$ cat src/rtl/sched_pkg.sv
// Shared helpers for the fire scheduler: index width, LFSR taps and step,
// and the "no transition" sentinel value.
package sched_pkg;

  // Galois taps for x^8+x^6+x^5+x^4+1 (maximal length, right-shifting)
  localparam logic [7:0] LFSR_TAPS = 8'hB8;

  // Bits needed to encode 0..nt (nt itself is the "none" code)
  function automatic int fw_of(input int nt);
    return $clog2(nt + 1);
  endfunction

  // Index value meaning "nothing selected"
  function automatic int sentinel(input int nt);
    return nt;
  endfunction

  function automatic logic [7:0] lfsr_next(input logic [7:0] s);
    return (s >> 1) ^ (s[0] ? LFSR_TAPS : 8'h00);
  endfunction

endpackage

$ cat src/rtl/rr_pick.sv
// Rotated priority pick: first set bit of vec scanning start..N-1 then 0..start-1.
// Ports: vec, start (must be < N) in; idx (N when none), found out. Combinational.
module rr_pick
  import sched_pkg::*;
#(
  parameter int N = 5,
  parameter int W = 3
) (
  input  logic [N-1:0] vec,
  input  logic [W-1:0] start,
  output logic [W-1:0] idx,
  output logic         found
);

  logic [N-1:0] rot;

  always_comb begin
    rot   = N'({vec, vec} >> start);
    idx   = W'(sentinel(N));
    found = 1'b0;
    // Descending so the smallest offset from start wins
    for (int i = N - 1; i >= 0; i--) begin
      if (rot[i]) begin
        found = 1'b1;
        if (int'(start) + i >= N)
          idx = start - W'(N - i);
        else
          idx = start + W'(i);
      end
    end
  end

endmodule

$ cat src/rtl/fire_scheduler.sv
// Picks one enabled transition per cycle (round-robin or LFSR start point).
// Ports: clk, reset, in_req, gate_ena, mode, hold in; fire, fire_valid, deadlock, idle_cnt out.
module fire_scheduler
  import sched_pkg::*;
#(
  parameter int         N_IN     = 2,
  parameter int         N_ST     = 3,
  parameter int         DL_LIMIT = 16,
  parameter logic [7:0] SEED     = 8'hA5,
  localparam int        NT       = N_IN + N_ST,
  localparam int        FW       = fw_of(NT)
) (
  input  logic            clk,
  input  logic            reset,
  input  logic [N_IN-1:0] in_req,
  input  logic [N_ST-1:0] gate_ena,
  input  logic            mode,
  input  logic            hold,
  output logic [FW-1:0]   fire,
  output logic            fire_valid,
  output logic            deadlock,
  output logic [7:0]      idle_cnt
);

  logic [NT-1:0] ena;
  logic [FW-1:0] ptr;
  logic [FW-1:0] start;
  logic [FW-1:0] pick;
  logic          found;
  logic [7:0]    lfsr;
  logic [7:0]    idle_nxt;

  assign ena   = {gate_ena, in_req};
  assign start = mode ? FW'(int'(lfsr) % NT) : ptr;

  rr_pick #(
    .N(NT),
    .W(FW)
  ) u_pick (
    .vec  (ena),
    .start(start),
    .idx  (pick),
    .found(found)
  );

  // Reset gates the output directly so it drops without waiting for a clock
  assign fire_valid = found & ~hold & ~reset;
  assign fire       = fire_valid ? pick : FW'(sentinel(NT));

  always_comb begin
    idle_nxt = idle_cnt;
    if (ena == '0) begin
      if (idle_cnt != 8'hFF)
        idle_nxt = idle_cnt + 8'd1;
    end else begin
      idle_nxt = 8'd0;
    end
  end

  always_ff @(posedge clk or posedge reset) begin
    if (reset) begin
      ptr      <= '0;
      lfsr     <= SEED;
      idle_cnt <= 8'd0;
      deadlock <= 1'b0;
    end else begin
      // Pointer tracks grants in both modes so round-robin resumes fairly
      if (fire_valid)
        ptr <= (fire == FW'(NT - 1)) ? '0 : fire + FW'(1);
      if (!hold) begin
        lfsr     <= lfsr_next(lfsr);
        idle_cnt <= idle_nxt;
        if (idle_nxt >= 8'(DL_LIMIT))
          deadlock <= 1'b1;
      end
    end
  end

endmodule

$ cat config.mk
export PLATFORM = sky130hd
export DESIGN_NAME = fire_scheduler
export DESIGN_NICKNAME = d
export VERILOG_FILES = /design/src/rtl/sched_pkg.sv /design/src/rtl/rr_pick.sv /design/src/rtl/fire_scheduler.sv
export SDC_FILE = /design/constraint.sdc
export NUM_CORES = 1
export LEC_CHECK = 0
export ABC_AREA = 1
export CAP_MARGIN = 0
export CORE_UTILIZATION = 54
export CTS_CLUSTER_SIZE = 8
export DETAILED_ROUTE_END_ITERATION = 6
export HOLD_SLACK_MARGIN = 0.06
export PLACE_DENSITY_LB_ADDON = 0.1
export REMOVE_ABC_BUFFERS = 1
export SLEW_MARGIN = 10
export SYNTH_ARGS = -nofsm -noshare
export SYNTH_HDL_FRONTEND = slang
export SYNTH_SLANG_ARGS = --single-unit
$ cat constraint.sdc
create_clock -name clk -period 6.83 [get_ports clk]
set_input_delay 2.049 -clock clk [delete_from_list [all_inputs] [get_ports clk]]
set_output_delay 2.049 -clock clk [all_outputs]
set_load 0.01 [all_outputs]
# Word-level counts from Yosys, hierarchy flattened
# Index checks and enable logic that the tools add are counted.
# word_totals
regBits,20
in_bits,9
output_inout_bits,13
word_cells,57
# op_classes
addsub,15
n_div,1
order_cmp,6
eq_ne,2
n_shift,1
muxes,21
n_bitwise,5
reduce_logical,2
# ops
op,n
"greater-or-equal comparator 32 x 4 -> 1 bit, second input constant",4
2-to-1 mux 3 bit,13
"modulo 9 x 4 -> 32 bit, second input constant",1
2-to-1 mux 8 bit,3
right shift 10 x 3 -> 5 bit,1
"adder 3 x 2 -> 4 bit, second input constant",2
"adder 8 x 1 -> 8 bit, second input constant",1
"greater-or-equal comparator 8 x 5 -> 1 bit, second input constant",1
"inequality test 8 bit, second input constant",1
bitwise XOR 7 x 8 -> 8 bit,1
"adder 3 x 1 -> 3 bit, second input constant",2
"adder 3 x 2 -> 3 bit, second input constant",2
"subtractor 3 x 2 -> 3 bit, second input constant",2
"subtractor 3 bit, second input constant",2
zero test 5 bit,1
2-to-1 mux 1 bit,5
"adder 3 x 1 -> 4 bit, second input constant",1
"adder 3 x 3 -> 4 bit, second input constant",1
"adder 3 bit, second input constant",1
"equality test 3 bit, second input constant",1
"greater-or-equal comparator 3 bit, second input constant",1
"subtractor 3 x 1 -> 3 bit, second input constant",1
AND 1 bit,2
NOT 1 bit,2
AND reduction 2 bit,1

# Logic depth before layout (Yosys ltp)
# depth
word_depth,13
ltp_mapped,50
mapped_depth_nobuf,50

# By module
# A second synthesis with hierarchy kept.
# unflattened
hier_cells,480
hier_area_um2,2930.3
# by_module_without_submodules
mod,n_inst,cells_each,area_each_um2,seq_area_each_um2
fire_scheduler,1,328,2105.8,505.5
rr_pick,1,152,824.5,0.0

# Least setup slack after synthesis
# Ideal clock, no wire load.
# synth_path
path_kind,register to output
from,register lfsr[5]
to,output port fire[2]
arrival_time_ns,5.061
t_required_ns,4.781
setup_slack_ns,-0.280
path_stages_with_launch,40
n_path_buf,1
path_cell_list,dfstp_2 inv_2 nand2_2 ha_1 o21ai_1 nand3_1 nand2_1 nand2_1 nand2_1 nand2_2 nand3_1 nand3_1 nor3_1 nand3_1 nand2_1 inv_1 ha_1 nand3_1 [4 not listed] ha_1 o21ai_1 nor2_4 nand3_4 nand2_1 nand2_2 a21boi_4 buf_6 ha_1 nand2_1 nand2_1 o21ai_0 nand2_1 nand2_1 inv_1 nand2_1 nand2_2 nand2_4
# synth_via
elab_chain_cells,11
elab_cells_between_ends,39
cone_classes,add/sub (13); div (1); order compare (5); shift (1); mux (17); bitwise (2)
# synth_lines
element,line,text
"start, declared",fire_scheduler.sv:30,logic [7:0] lfsr;
"start signal, assigned",fire_scheduler.sv:71,lfsr <= lfsr_next(lfsr);
modulo 9 x 4 -> 32 bit (*),fire_scheduler.sv:34,assign start = mode ? FW'(int'(lfsr) % NT) : ptr;
2-to-1 mux 3 bit (*),fire_scheduler.sv:34,
adder 3 x 3 -> 4 bit or right shift 10 x 3 -> 5 bit (tied branches),"rr_pick.sv:25, rr_pick.sv:18",
greater-or-equal comparator 32 x 4 -> 1 bit or 2-to-1 mux 1 bit (tied branches),"rr_pick.sv:25, rr_pick.sv:23",
2-to-1 mux 3 bit or 2-to-1 mux 1 bit (tied branches),"rr_pick.sv:25, rr_pick.sv:23",
2-to-1 mux 3 bit or 2-to-1 mux 1 bit (tied branches) (3 in series),rr_pick.sv:23,if (rot[i]) begin
2-to-1 mux 3 bit or AND 1 bit (tied branches) (2 in series),"rr_pick.sv:23, fire_scheduler.sv:47",
2-to-1 mux 3 bit (*),fire_scheduler.sv:48,assign fire = fire_valid ? pick : FW'(sentinel(NT));
"end, declared",fire_scheduler.sv:19,"output logic [FW-1:0] fire,"
# Mark *: on every way between the ends. The rest lies on a longest branch, timed or not.

# Worst setup path in the final report
# layout_path
from,register lfsr[5]
to,output port fire[1]
# The elaborated chain is that of the path after synthesis.

==> run metrics <==
outcome=complete, but fails checks; failing checks=setup timing; htree depth=1; Worst Path Required=4.78 ns; Synth Register Bits=20; Worst-path clk slew=0.08 ns; largest net degree at the start of global routing=24; Post-Syn Area=2890 um^2; Arr. time, crit path=5.45 ns; total wire length=10.6 mm; Rel. slew slack=45.8%; met3 WL post-DR=747 um; final cell count without fillers=648; DRC violation count after routing=0; Tcrit/Tclk final=110%; gr usage total=30.6%; CP max-delay cell=dfstp_2; P&R area growth vs syn=53.8%; DRT antenna net count=0; WHS Endpoint=deadlock$_DFFE_PP0P_; clock insertion delay at the later pin of the skew report=0.27 ns; CTS tree=done; CP max FO=8; Reg2Reg Depth=45; I/O Buffers=21; CP Buf/Inv Count=7; worst hold path class=flip-flop to flip-flop; # fillers=283; placed insts=615; Initial Util=56.2%; synthesized area per cell=6.17 um^2; reg-to-reg setup timing slack=0.80 ns; via count=3823; # nets final=602; area fraction of the dominant cell type after synthesis=16.6%; setup slack after layout=-0.669 ns; yosys warns=0; clk sinks=20; vias in the first global route=3316; RePlAce Congestion=0.847; Min Hold Slack=0.478 ns; Worst Setup End Kind=output port; minimum clock period=7.50 ns; Via density=5.90; min-delay src=deadlock$_DFFE_PP0P_; Top Ports=22; Syn Inst Count=468; Hold Path Stages=1; Hold Buf Count CTS=0; first-pass GRT wire length=13.5 mm; Worst R2R Start=lfsr[5]$_DFFE_PP1N_; core area=5140 um^2; remaining global-route overflow=0; wire per inst=16.3 um; Root Driver=clkbuf_8; DP HPWL=5.92 mm; drt first pass iters=5; Worst path most repeated cell=nand2_2; # rows=26; Max Clock Skew=0.00934 ns; Final Max Tran Viols=0; final core occ=86.5%; CP max stage delay=0.54 ns; final hold vios=0; Slew @ Worst Pin=0.812 ns; sequential area share after synthesis=17.5%; Crit Path Category=flip-flop to output port; Top delay family on crit path=simple AND/OR/NAND/NOR gates; Crit Reg-Reg Endpoint=ptr[2]$_DFFE_PP0P_; Final Setup Violations=4; RSZ-0062 raised after global routing=true; uppermost layer routed=met4; Die Wd=75.1 um; CP Launch Type=flip-flop; met1 wire length=3.94 mm; Synth area leader=nand2_1; fraction of layout cells with a size suffix above 1=44.3%; Num CTS Buffers=3; Initial DRC Count=359; maxcap violations=0; Peak Freq=133 MHz; DIE HEIGHT=75.1 um; distinct cell type count after synthesis=37; pre-CTS setup slack=-0.824 ns; Die Area=5650 um^2; number of diodes=0; top cells by area, synth=nand2_1, dfrtp_1, nand3_1; initial antenna violation count=0; Max Root-Sink Buffers=2; routed wl met2=5.22 mm
cells by family (layout without fill, tap and decap cells):
logic type | count (synthesis) | after routing | share of synthesized area [%]
flops | 20 | 20 | 17.5
xor+xnor | 12 | 12 | 3.64
fa+ha+maj | 14 | 14 | 6.06
simple gates | 287 | 287 | 50.5
compound gates | 52 | 52 | 10.7
buf+inv | 83 | 193 | 11.7
layer usage:
metal  vias up  track usage, %
met5         -               0
met4         0            10.5
met3        90            3.61
met2       258            60.4
met1      1733            33.4
li1       1742               -
stage by stage:
stage	setup TNS [ns]	area, um^2
finish	-2.57	4440
global route	-3.62	4440
CTS	-1.41	4110
detailed placement	-3.15	3610
global placement	-2.42	3610
floorplan	-1.16	2840
cells in the mapped netlist:
cell and count:
nor3_4 1, xor2_1 8, nand3_4 4, or2_0 1
nor2_2 3, clkinv_1 1, nand4_1 10, o2111ai_1 1
o21ai_0 26, a31oi_1 1, nor3_1 3, a21oi_2 1
clkbuf_1 3, dfrtp_1 16, or2_2 3, o211ai_1 4
a21boi_0 1, inv_1 66, nand2_2 17, buf_6 3
dfstp_2 4, o22ai_1 1, inv_2 9, xnor2_1 4
a21boi_4 1, nand3_2 10, nand2_1 128, nand3_1 75
o21ai_1 5, nand2_4 5, nor2_4 3, buf_4 1
nand3b_1 2, ha_1 14, o21ai_2 3, nor2_1 22
a21oi_1 8
flip-flops by register name (all words and copies together), names as in the netlist:
register,count
idle_cnt,8
lfsr,8
ptr,3
deadlock,1
worst max path at each step:
stage	from	slack (ns)	to	cells after the start
floorplan	lfsr[5]$_DFFE_PP1N_	-0.38	fire[1]	38
global placement	lfsr[5]$_DFFE_PP1N_	-0.64	fire[1]	40
detailed placement	lfsr[5]$_DFFE_PP1N_	-0.82	fire[1]	38
CTS	lfsr[5]$_DFFE_PP1N_	-0.39	fire[1]	39
global route	lfsr[5]$_DFFE_PP1N_	-0.91	fire_valid	38
finish	lfsr[5]$_DFFE_PP1N_	-0.67	fire[1]	37
repair_timing:
| action | 4_1_cts | 5_1_grt |
|---|---|---|
| pin swaps | 55 | 61 |
| gates resized for setup | 100 | 62 |
| setup endpoints to repair | 4 | 4 |
| cloned | 2 | 0 |
| buffers inserted | 17 | 10 |
area by class of cell:
type	count	area, um^2	area share (%)
Tap cell	70	87.6	1.97
Clock buffer	3	41.3	0.929
Multi-Input combinational cell	365	2540	57.1
Sequential cell	20	505	11.4
Clock inverter	1	30.0	0.676
Timing Repair Buffer	113	951	21.4
Inverter	76	290	6.53
cells in the final DEF, fill, tap and decap left out, types with 3 or more instances in the layout:
master | synthesis | routed
nor2_4 | 3 | 7
a21oi_1 | 8 | 5
ha_1 | 14 | 4
o21ai_1 | 5 | 7
buf_4 | 1 | 75
nor2_2 | 3 | 6
ha_4 | 0 | 5
o21ai_4 | 0 | 4
ha_2 | 0 | 5
nand3_2 | 10 | 25
inv_2 | 9 | 13
nand4_1 | 10 | 10
nand3_1 | 75 | 53
nand3_4 | 4 | 11
dfrtp_1 | 16 | 16
xnor2_1 | 4 | 4
clkbuf_8 | 0 | 3
clkdlybuf4s50_1 | 0 | 17
nor2_1 | 22 | 15
nand2_1 | 128 | 89
dfstp_2 | 4 | 4
buf_2 | 0 | 3
nand2_4 | 5 | 12
o21ai_0 | 26 | 21
a21oi_2 | 1 | 4
nand2_2 | 17 | 49
inv_1 | 66 | 61
buf_6 | 3 | 18
xor2_1 | 8 | 7
o211ai_1 | 4 | 4
Power is not shown: default switching activity piles up to over one toggle a cycle in this logic, so the estimate is an artifact.
